`config.mk`:
```
export PLATFORM = sky130hd
export DESIGN_NAME = decode_stage
export DESIGN_NICKNAME = d
export VERILOG_FILES = /design/src/rtl/decode_stage.sv
export SDC_FILE = /design/constraint.sdc
export NUM_CORES = 1
export LEC_CHECK = 0
export CAP_MARGIN = 20
export CORE_MARGIN = 5
export CORE_UTILIZATION = 35
export CTS_BUF_LIST = sky130_fd_sc_hd__clkbuf_16
export DETAILED_ROUTE_END_ITERATION = 16
export MAX_ROUTING_LAYER = met4
export PLACE_DENSITY = 0.78
export SETUP_SLACK_MARGIN = 0.15
export SYNTH_ARGS = -nofsm -noshare
export SYNTH_HDL_FRONTEND = slang
export SYNTH_SLANG_ARGS = --single-unit
export TNS_END_PERCENT = 5
```
`constraint.sdc`:
```
create_clock -name clk -period 2.4 [get_ports clk]
set_clock_uncertainty 0.05 [all_clocks]
set_input_delay 0.6 -clock clk [delete_from_list [all_inputs] [get_ports clk]]
set_output_delay 0.6 -clock clk [all_outputs]
set_load 0.02 [all_outputs]
```
`src/rtl/decode_stage.sv`:
```
// decode_stage
//   One-entry decode pipeline stage. Splits a 16-bit instruction into register
//   selects and control strobes and holds the decoded word in output registers
//   under a valid/ready handshake. After a status-writing word leaves the stage,
//   one bubble cycle (WAIT_STAT) is inserted. This lets a following conditional
//   branch sample the updated status.
//
//   Instruction fields: opcode [15:11], op1 [9 -: SEL_WIDTH],
//   op2 [4 -: SEL_WIDTH], literal [DATA_WIDTH-1:0]. The literal overlaps op2,
//   and each opcode uses only the fields it needs.
//
//   Opcode map: NOP 00, ADD 01, ADDC 02, SUB 03, SUBU 04, AND 05, OR 06, XOR 07,
//   NOT 08, SHL 09, SHR 0A, VAL 0B, CMP 0C, GOTO 10, IFZ 11, IFNZ 12, IFEQ 13,
//   IFST 14, IFGT 15. Opcodes 0D-0F and 16-1F are reserved.
//
//   Ports:
//     clk, rst_n            clock, asynchronous active-low reset
//     in_instr/in_valid/in_ready   upstream handshake
//     status                current status register (bit 0 C, 1 underflow,
//                           2 Z, 3 EQ, 4 GT, 5 ST)
//     out_valid/out_ready   downstream handshake
//     opcode, literal_adr, rd_sel1, rd_sel2, wr_sel   registered fields
//     rd_en1, rd_en2, wr_en, sel_alu, stat_wr_en, cnt_wr_en, add_offset
//                           registered control strobes
//     illegal               registered reserved-opcode flag
//
//   Build option: DECODE_STAGE_IFGT_EN enables IFGT (0x15) to branch on the GT
//   bit. Without this option, 0x15 decodes as an illegal NOP.
module decode_stage #(
    parameter int DATA_WIDTH = 8,
    parameter int SEL_WIDTH  = 2,
    parameter int STAT_BITS  = 6
) (
    input  logic                  clk,
    input  logic                  rst_n,
    input  logic [15:0]           in_instr,
    input  logic                  in_valid,
    output logic                  in_ready,
    input  logic [STAT_BITS-1:0]  status,
    output logic                  out_valid,
    input  logic                  out_ready,
    output logic [4:0]            opcode,
    output logic [DATA_WIDTH-1:0] literal_adr,
    output logic [SEL_WIDTH-1:0]  rd_sel1,
    output logic [SEL_WIDTH-1:0]  rd_sel2,
    output logic [SEL_WIDTH-1:0]  wr_sel,
    output logic                  rd_en1,
    output logic                  rd_en2,
    output logic                  wr_en,
    output logic                  sel_alu,
    output logic                  stat_wr_en,
    output logic                  cnt_wr_en,
    output logic                  add_offset,
    output logic                  illegal
);

    localparam logic [4:0] OP_NOP  = 5'h00, OP_ADD  = 5'h01, OP_ADDC = 5'h02,
                           OP_SUB  = 5'h03, OP_SUBU = 5'h04, OP_AND  = 5'h05,
                           OP_OR   = 5'h06, OP_XOR  = 5'h07, OP_NOT  = 5'h08,
                           OP_SHL  = 5'h09, OP_SHR  = 5'h0A, OP_VAL  = 5'h0B,
                           OP_CMP  = 5'h0C, OP_GOTO = 5'h10, OP_IFZ  = 5'h11,
                           OP_IFNZ = 5'h12, OP_IFEQ = 5'h13, OP_IFST = 5'h14,
                           OP_IFGT = 5'h15;

    localparam int ST_ZERO = 2, ST_EQ = 3, ST_GT = 4, ST_ST = 5;

    typedef enum logic [1:0] {S_EMPTY, S_FULL, S_WAIT_STAT} state_t;

    typedef struct packed {
        logic [4:0]            opcode;
        logic [DATA_WIDTH-1:0] literal;
        logic [SEL_WIDTH-1:0]  rd_sel1;
        logic [SEL_WIDTH-1:0]  rd_sel2;
        logic [SEL_WIDTH-1:0]  wr_sel;
        logic                  rd_en1;
        logic                  rd_en2;
        logic                  wr_en;
        logic                  sel_alu;
        logic                  stat_wr_en;
        logic                  cnt_wr_en;
        logic                  add_offset;
        logic                  illegal;
    } word_t;

    state_t state_q, state_d;
    word_t  word_q, word_d, dec;
    logic   load;

    logic [4:0]           in_opc;
    logic [SEL_WIDTH-1:0] op1, op2;

    assign in_opc = in_instr[15:11];
    assign op1    = in_instr[9 -: SEL_WIDTH];
    assign op2    = in_instr[4 -: SEL_WIDTH];

    // Some instruction and status bits are ignored by design.
    logic unused_bits;
    assign unused_bits = ^{in_instr, status};

    // Combinational decode of the incoming instruction.
    always_comb begin
        dec         = '0;
        dec.opcode  = in_opc;
        dec.literal = in_instr[DATA_WIDTH-1:0];
        case (in_opc)
            OP_ADD, OP_ADDC, OP_SUB, OP_SUBU, OP_AND, OP_OR, OP_XOR: begin
                dec.rd_sel1    = op1;
                dec.wr_sel     = op1;
                dec.rd_sel2    = op2;
                dec.rd_en1     = 1'b1;
                dec.rd_en2     = 1'b1;
                dec.wr_en      = 1'b1;
                dec.sel_alu    = 1'b1;
                dec.stat_wr_en = 1'b1;
            end
            OP_NOT: begin
                dec.rd_sel2    = op2;
                dec.wr_sel     = op1;
                dec.rd_en2     = 1'b1;
                dec.wr_en      = 1'b1;
                dec.sel_alu    = 1'b1;
                dec.stat_wr_en = 1'b1;
            end
            OP_SHL, OP_SHR: begin
                dec.rd_sel1    = op1;
                dec.wr_sel     = op1;
                dec.rd_en1     = 1'b1;
                dec.wr_en      = 1'b1;
                dec.sel_alu    = 1'b1;
                dec.stat_wr_en = 1'b1;
            end
            OP_VAL: begin
                dec.wr_sel = op1;
                dec.wr_en  = 1'b1;
            end
            OP_CMP: begin
                dec.rd_sel1    = op1;
                dec.rd_sel2    = op2;
                dec.rd_en1     = 1'b1;
                dec.rd_en2     = 1'b1;
                dec.stat_wr_en = 1'b1;
            end
            OP_GOTO: dec.cnt_wr_en = 1'b1;
            OP_IFZ: begin
                dec.cnt_wr_en  = status[ST_ZERO];
                dec.add_offset = status[ST_ZERO];
            end
            OP_IFNZ: begin
                dec.cnt_wr_en  = ~status[ST_ZERO];
                dec.add_offset = ~status[ST_ZERO];
            end
            OP_IFEQ: begin
                dec.cnt_wr_en  = status[ST_EQ];
                dec.add_offset = status[ST_EQ];
            end
            OP_IFST: begin
                dec.cnt_wr_en  = status[ST_ST];
                dec.add_offset = status[ST_ST];
            end
            OP_IFGT: begin
`ifdef DECODE_STAGE_IFGT_EN
                dec.cnt_wr_en  = status[ST_GT];
                dec.add_offset = status[ST_GT];
`else
                dec.illegal    = 1'b1;
`endif
            end
            5'h0D, 5'h0E, 5'h0F, 5'h16, 5'h17, 5'h18, 5'h19, 5'h1A,
            5'h1B, 5'h1C, 5'h1D, 5'h1E, 5'h1F: dec.illegal = 1'b1;
            default: ; // NOP: everything stays 0
        endcase
    end

    // Handshake FSM. A status-writing word that leaves the stage blocks
    // acceptance for that cycle and the following WAIT_STAT cycle.
    always_comb begin
        state_d  = state_q;
        load     = 1'b0;
        in_ready = 1'b0;
        case (state_q)
            S_EMPTY: begin
                in_ready = 1'b1;
                if (in_valid) begin
                    load    = 1'b1;
                    state_d = S_FULL;
                end
            end
            S_FULL: begin
                if (out_ready) begin
                    if (word_q.stat_wr_en) begin
                        state_d = S_WAIT_STAT;
                    end else begin
                        in_ready = 1'b1;
                        if (in_valid) load = 1'b1;
                        else          state_d = S_EMPTY;
                    end
                end
            end
            S_WAIT_STAT: state_d = S_EMPTY;
            default:     state_d = S_EMPTY;
        endcase
    end

    always_comb begin
        word_d = word_q;
        if (load) word_d = dec;
    end

    always_ff @(posedge clk or negedge rst_n) begin
        if (!rst_n) begin
            state_q <= S_EMPTY;
            word_q  <= '0;
        end else begin
            state_q <= state_d;
            word_q  <= word_d;
        end
    end

    assign out_valid   = (state_q == S_FULL);
    assign opcode      = word_q.opcode;
    assign literal_adr = word_q.literal;
    assign rd_sel1     = word_q.rd_sel1;
    assign rd_sel2     = word_q.rd_sel2;
    assign wr_sel      = word_q.wr_sel;
    assign rd_en1      = word_q.rd_en1;
    assign rd_en2      = word_q.rd_en2;
    assign wr_en       = word_q.wr_en;
    assign sel_alu     = word_q.sel_alu;
    assign stat_wr_en  = word_q.stat_wr_en;
    assign cnt_wr_en   = word_q.cnt_wr_en;
    assign add_offset  = word_q.add_offset;
    assign illegal     = word_q.illegal;

endmodule

```
# Yosys cells after proc, flatten, opt, wreduce, memory -nomap -nowiden
# Cells that the tools add are included.
dict set report classes {
  n_mux 23
  bitwise 1
  n_eq_ne 35
  reduce_logical 8
}
# op count
set op_table {}
lappend op_table {{$eq 5x5->1 const B} 16}
lappend op_table {{$eq 5x4->1 const B} 8}
lappend op_table {{$reduce_or 11->1} 2}
lappend op_table {{$eq 5x3->1 const B} 4}
lappend op_table {{$reduce_or 10->1} 2}
lappend op_table {{$mux 2} 7}
lappend op_table {{$reduce_or 14->1} 1}
lappend op_table {{$mux 1} 11}
lappend op_table {{$eq 5x2->1 const B} 2}
lappend op_table {{$reduce_or 9->1} 1}
lappend op_table {{$eq 5x1->1 const B} 1}
lappend op_table {{$pmux 1 s5} 1}
lappend op_table {{$pmux 1 s2} 2}
lappend op_table {{$pmux 1 s4} 1}
lappend op_table {{$pmux 2 s2} 1}
lappend op_table {{$ne 3x2->1 const B} 1}
lappend op_table {{$reduce_and 3->1} 1}
lappend op_table {{$eq 2x1->1 const B} 1}
lappend op_table {{$logic_not 2->1} 1}
lappend op_table {{$ne 2x1->1 const B} 1}
lappend op_table {{$ne 2x2->1 const B} 1}
lappend op_table {{$not 1->1} 1}
dict set report word_totals {
  out_inout_bits 29
  inputBits 26
  wordCells 81
  register_bits 29
}

# Logic depth before layout (Yosys ltp)
dict set report logic_depth {
  word_depth 4
  mapped_depth 6
  mapped_depth_nobuf 4
}

# Worst setup path after synthesis
# No wires, ideal clock.
dict set report synth_timing {
  path_type {input to output}
  start {input out_ready}
  end {output in_ready}
  cell_stages 2
  arrival_ps 1019
  path_buffers 0
  required_time_ps 1750
  path_slack_ps 731
  path_cell_list {nand2b_4 -> a21oi_1}
}
dict set report synth_between {
  elab_chain_len 2
}
# item line_no
set synth_rtl {}
lappend synth_rtl {{from (decl)} 41} ;# input logic out_ready,
lappend synth_rtl {{$mux 1} 189} ;# if (out_ready) begin
lappend synth_rtl {{$pmux 1 s2} 180} ;# case (state_q)
lappend synth_rtl {{to (decl)} 38} ;# output logic in_ready,
# Every way passes these cells.

# Worst setup path after layout
# Ends and elaborated chain as after synthesis.

==> results.md <==
Worst setup path:
- The data arrival at the endpoint of the critical path is 1520 ps.
- The largest driver fanout on the critical path is 2.
- The launch instance of the worst register-to-register path is stat_wr_en.
- The startpoint of the worst setup timing path is out_ready.
- The category of the most critical setup path is primary input to output pin.
- The type of origin of the critical path is a primary input.
- At the worst endpoint, the required time is 1750 ps.
- The critical path endpoint category is an output pin.

Final layout:
- In the final layout, the share of cells above drive strength 1 is 10.71%.
- In the layout the commonest cells are nand2_1, clkdlybuf4s50_1, dfrtp_1, o21ai_0, o21ai_1.
- The final antenna diode count is 0.
- The finished layout holds 242 standard cells, fillers aside.
- The total number of nets in the final design is 221.
- From synthesis to final layout, the design area changed by 54.43%.
- The library cell used most frequently in the layout, excluding fill and tap cells, is nand2_1.
- The cell area after layout is 0.001963 mm².

Routing:
- For this run, design rule violations remaining after detail routing come to 0.
- The first detailed-routing pass took 4 iterations.
- The detail route stage leaves a number of antenna-violating nets equal to 0.
- For this block, the routed nets add up to 3.147 mm of wire.
- The routed length per instance is 13.00 µm.
- The uppermost layer routed is met4.
- The ratio of routed vias to standard cells is 4.595.
- The total vias in the final route is 1112.
- For this block, wires on met1 add up to 1.534 mm.
- The sum of met3 wire segment lengths after detailed routing is 191 µm.
- In this run, the number of DRC markers left after iteration 0 of detailed routing was 31.
- After detailed routing, the met2 layer carries 1.412 mm of wire.

GRT:
- The number of global-route vias before repair is 1099.
- Entering global routing, the biggest net connects 30 pins.
- The total overflow left after global routing is 0.
- The number of antenna violations at the first check in global routing is 0.
- The aggregate global-route resource usage is 13.97%.
- The first global-routing pass estimated 5.313 mm of wire.

Clock tree:
- The clock reaches the later pin of the worst-skew pair after 260 ps.
- The CTS tree is yes.
- CTS saw 29 sinks.
- The clock buffer count from CTS is 5.
- The hold buffer count at cts is 0.
- The clock-pin slew reported for the worst setup and hold paths after clock tree synthesis is 50 ps.
- The CTS root buffer is clkbuf_16.
- The deepest level of the CTS H-tree is 2.
- The longest clock path from root to sink contains 2 buffers.

Floorplan:
- The row count is 21.
- The die covers 0.004937 mm².
- The initial utilization of the core area, before any placement, comes to 37.22%.
- Measured along the y axis, the die boundary spans 70.27 µm.
- The die is 70.27 µm wide.
- The number of placed I/O pins is 55.
- The standard cell core area is 0.003416 mm².

Timing:
- The count of endpoints failing hold in the final timing report is 0.
- The highest clock rate is 461.1 MHz.
- The worst pin sits at a relative slew slack of 73.18%.
- The count of final setup violators is 0.
- At the pin with the least slew margin, the transition time is 398.1 ps.
- The final count of pins violating max slew came to 0.
- The shortest period the worst path allows is 2169 ps.
- The final critical path takes up 90.37% of the cycle.
- Setup repair after global routing left no endpoint under its margin.
- The final setup TNS is 0 ps.

Status:
- The run finished with clean final reports.

Yosys:
- A synthesized cell averages 9.212 µm².
- The cell count after synthesis came out at 138.
- The area of the mapped netlist is 0.001271 mm².
- Counting every net in the synthesized netlist gives 164.
- The number of distinct library cells after synthesis is 25.
- The synthesized flop and latch total is 29.
- The portion of the post-synthesis area used by sequential elements is 57.09%.
- The Yosys step of the flow raised 0 warnings.

Placement:
- The placement-stage cell area is 0.001832 mm².
- The number of buffer cells added on primary ports is 50.
- The cell count after placement is 234.
- Detailed placement finished with a half-perimeter wire length of 2.319 mm.
- Routability-driven placement finished with a final weighted congestion of 0.7758.

Pwr:
- Overall power consumption after layout is estimated at 2086 µW.
- In this run the static leakage power is 0.0009123 µW.
- IR analysis of the VDD net gives a maximum drop of 0.0004889 V.
- The power density over the cells is 1063 mW/mm².

Min path:
- In this run the most critical hold path is launched from literal_adr[1].
- In this run the worst hold path is classified as flop to flop.

Job:
- The tool flagged a number of max-cap violations equal to 0.
flip-flops by register name, indices dropped and copies added (netlist names):
register	count
add_offset	1
illegal	1
literal_adr	8
rd_en2	1
stat_wr_en	1
opcode	5
wr_sel	2
cnt_wr_en	1
rd_sel1	2
rd_en1	1
sel_alu	1
state_q	2
wr_en	1
rd_sel2	2
cell families after synthesis:
group / Yosys count / share of synthesized area [%]
simple gates: 67 / 22.64
compound gates: 31 / 14.67
flops: 29 / 57.09
buf+inv: 10 / 4.823
mux: 1 / 0.7874
Yosys cell counts (all sizes together):
master	number	area (µm²)
nand2b	1	13.76
mux2i	1	10.01
nor3	2	10.01
a2bb2oi	1	8.760
a31oi	1	6.260
nand2	55	206.5
nor2b	2	12.51
or3	1	11.26
a21bo	1	10.01
a22o	1	8.760
a21oi	4	23.77
inv	3	11.26
a21boi	1	11.26
nor4	1	6.260
nor2	3	11.26
buf	7	50.05
and3b	1	10.01
and3	1	6.260
dfrtp	29	725.7
o21ai	22	117.6
area by class of cell:
| cell class | instances | area [µm²] |
|---|---|---|
| Inverter | 3 | 11.26 |
| Clock buffer | 5 | 125.1 |
| Sequential cell | 29 | 725.7 |
| Multi-Input combinational cell | 99 | 484.2 |
| Timing Repair Buffer | 57 | 548.0 |
| Tap cell | 46 | 57.56 |
| Fill cell | 317 | 1453 |
| Clock inverter | 3 | 11.26 |
final timing paths:
| kind | cells after the start | slack [ps] | end |
|---|---|---|---|
| max | 4 | 230 | in_ready |
| min | 2 | 430 | literal_adr[1] |
| max reg2reg | 6 | 830 | rd_sel2[1] |
| min reg2reg | 2 | 430 | literal_adr[1] |
| max in group asynchronous | 2 | 1350 | stat_wr_en |
| min in group asynchronous | 2 | 680 | opcode[3] |
metal layers:
metal | up-vias | global-route usage [%]
met1 | 513 | 18.52
met5 | - | -
li1 | 564 | -
met4 | 0 | 3.830
met2 | 33 | 19.75
met3 | 2 | 5.595
where the power goes:
part	leakage, µW	switching, µW	internal, µW
registers	0.000369	89.4	636
clock network	0.0000776	188	370
logic	0.000465	416	386
stage by stage:
stage / setup WS [ps] / hold WS (ps) / utilization (%)
3_5_place_dp: -233.2 / 416.8 / 53.63
6_report: 231.2 / 426.5 / 57.47
2_1_floorplan: 730.8 / 254.4 / -
4_1_cts: 215.3 / 432.8 / 57.47
5_1_grt: 187.3 / 449.7 / 57.47
3_3_place_gp: -179.5 / 410.9 / 53.63
worst max-delay path: stages:
cell,delay [ps]
clkdlybuf4s50_1,520
nand2b_4,60
a21oi_1,150
buf_2,190
repair_timing:
| action | 4_1_cts | 5_1_grt |
|---|---|---|
| buffers inserted | 0 | 0 |
| endpoints found under the setup margin | 1 | 0 |
| gates resized for setup | 4 | 0 |
Power figures use the tool's default switching activity.
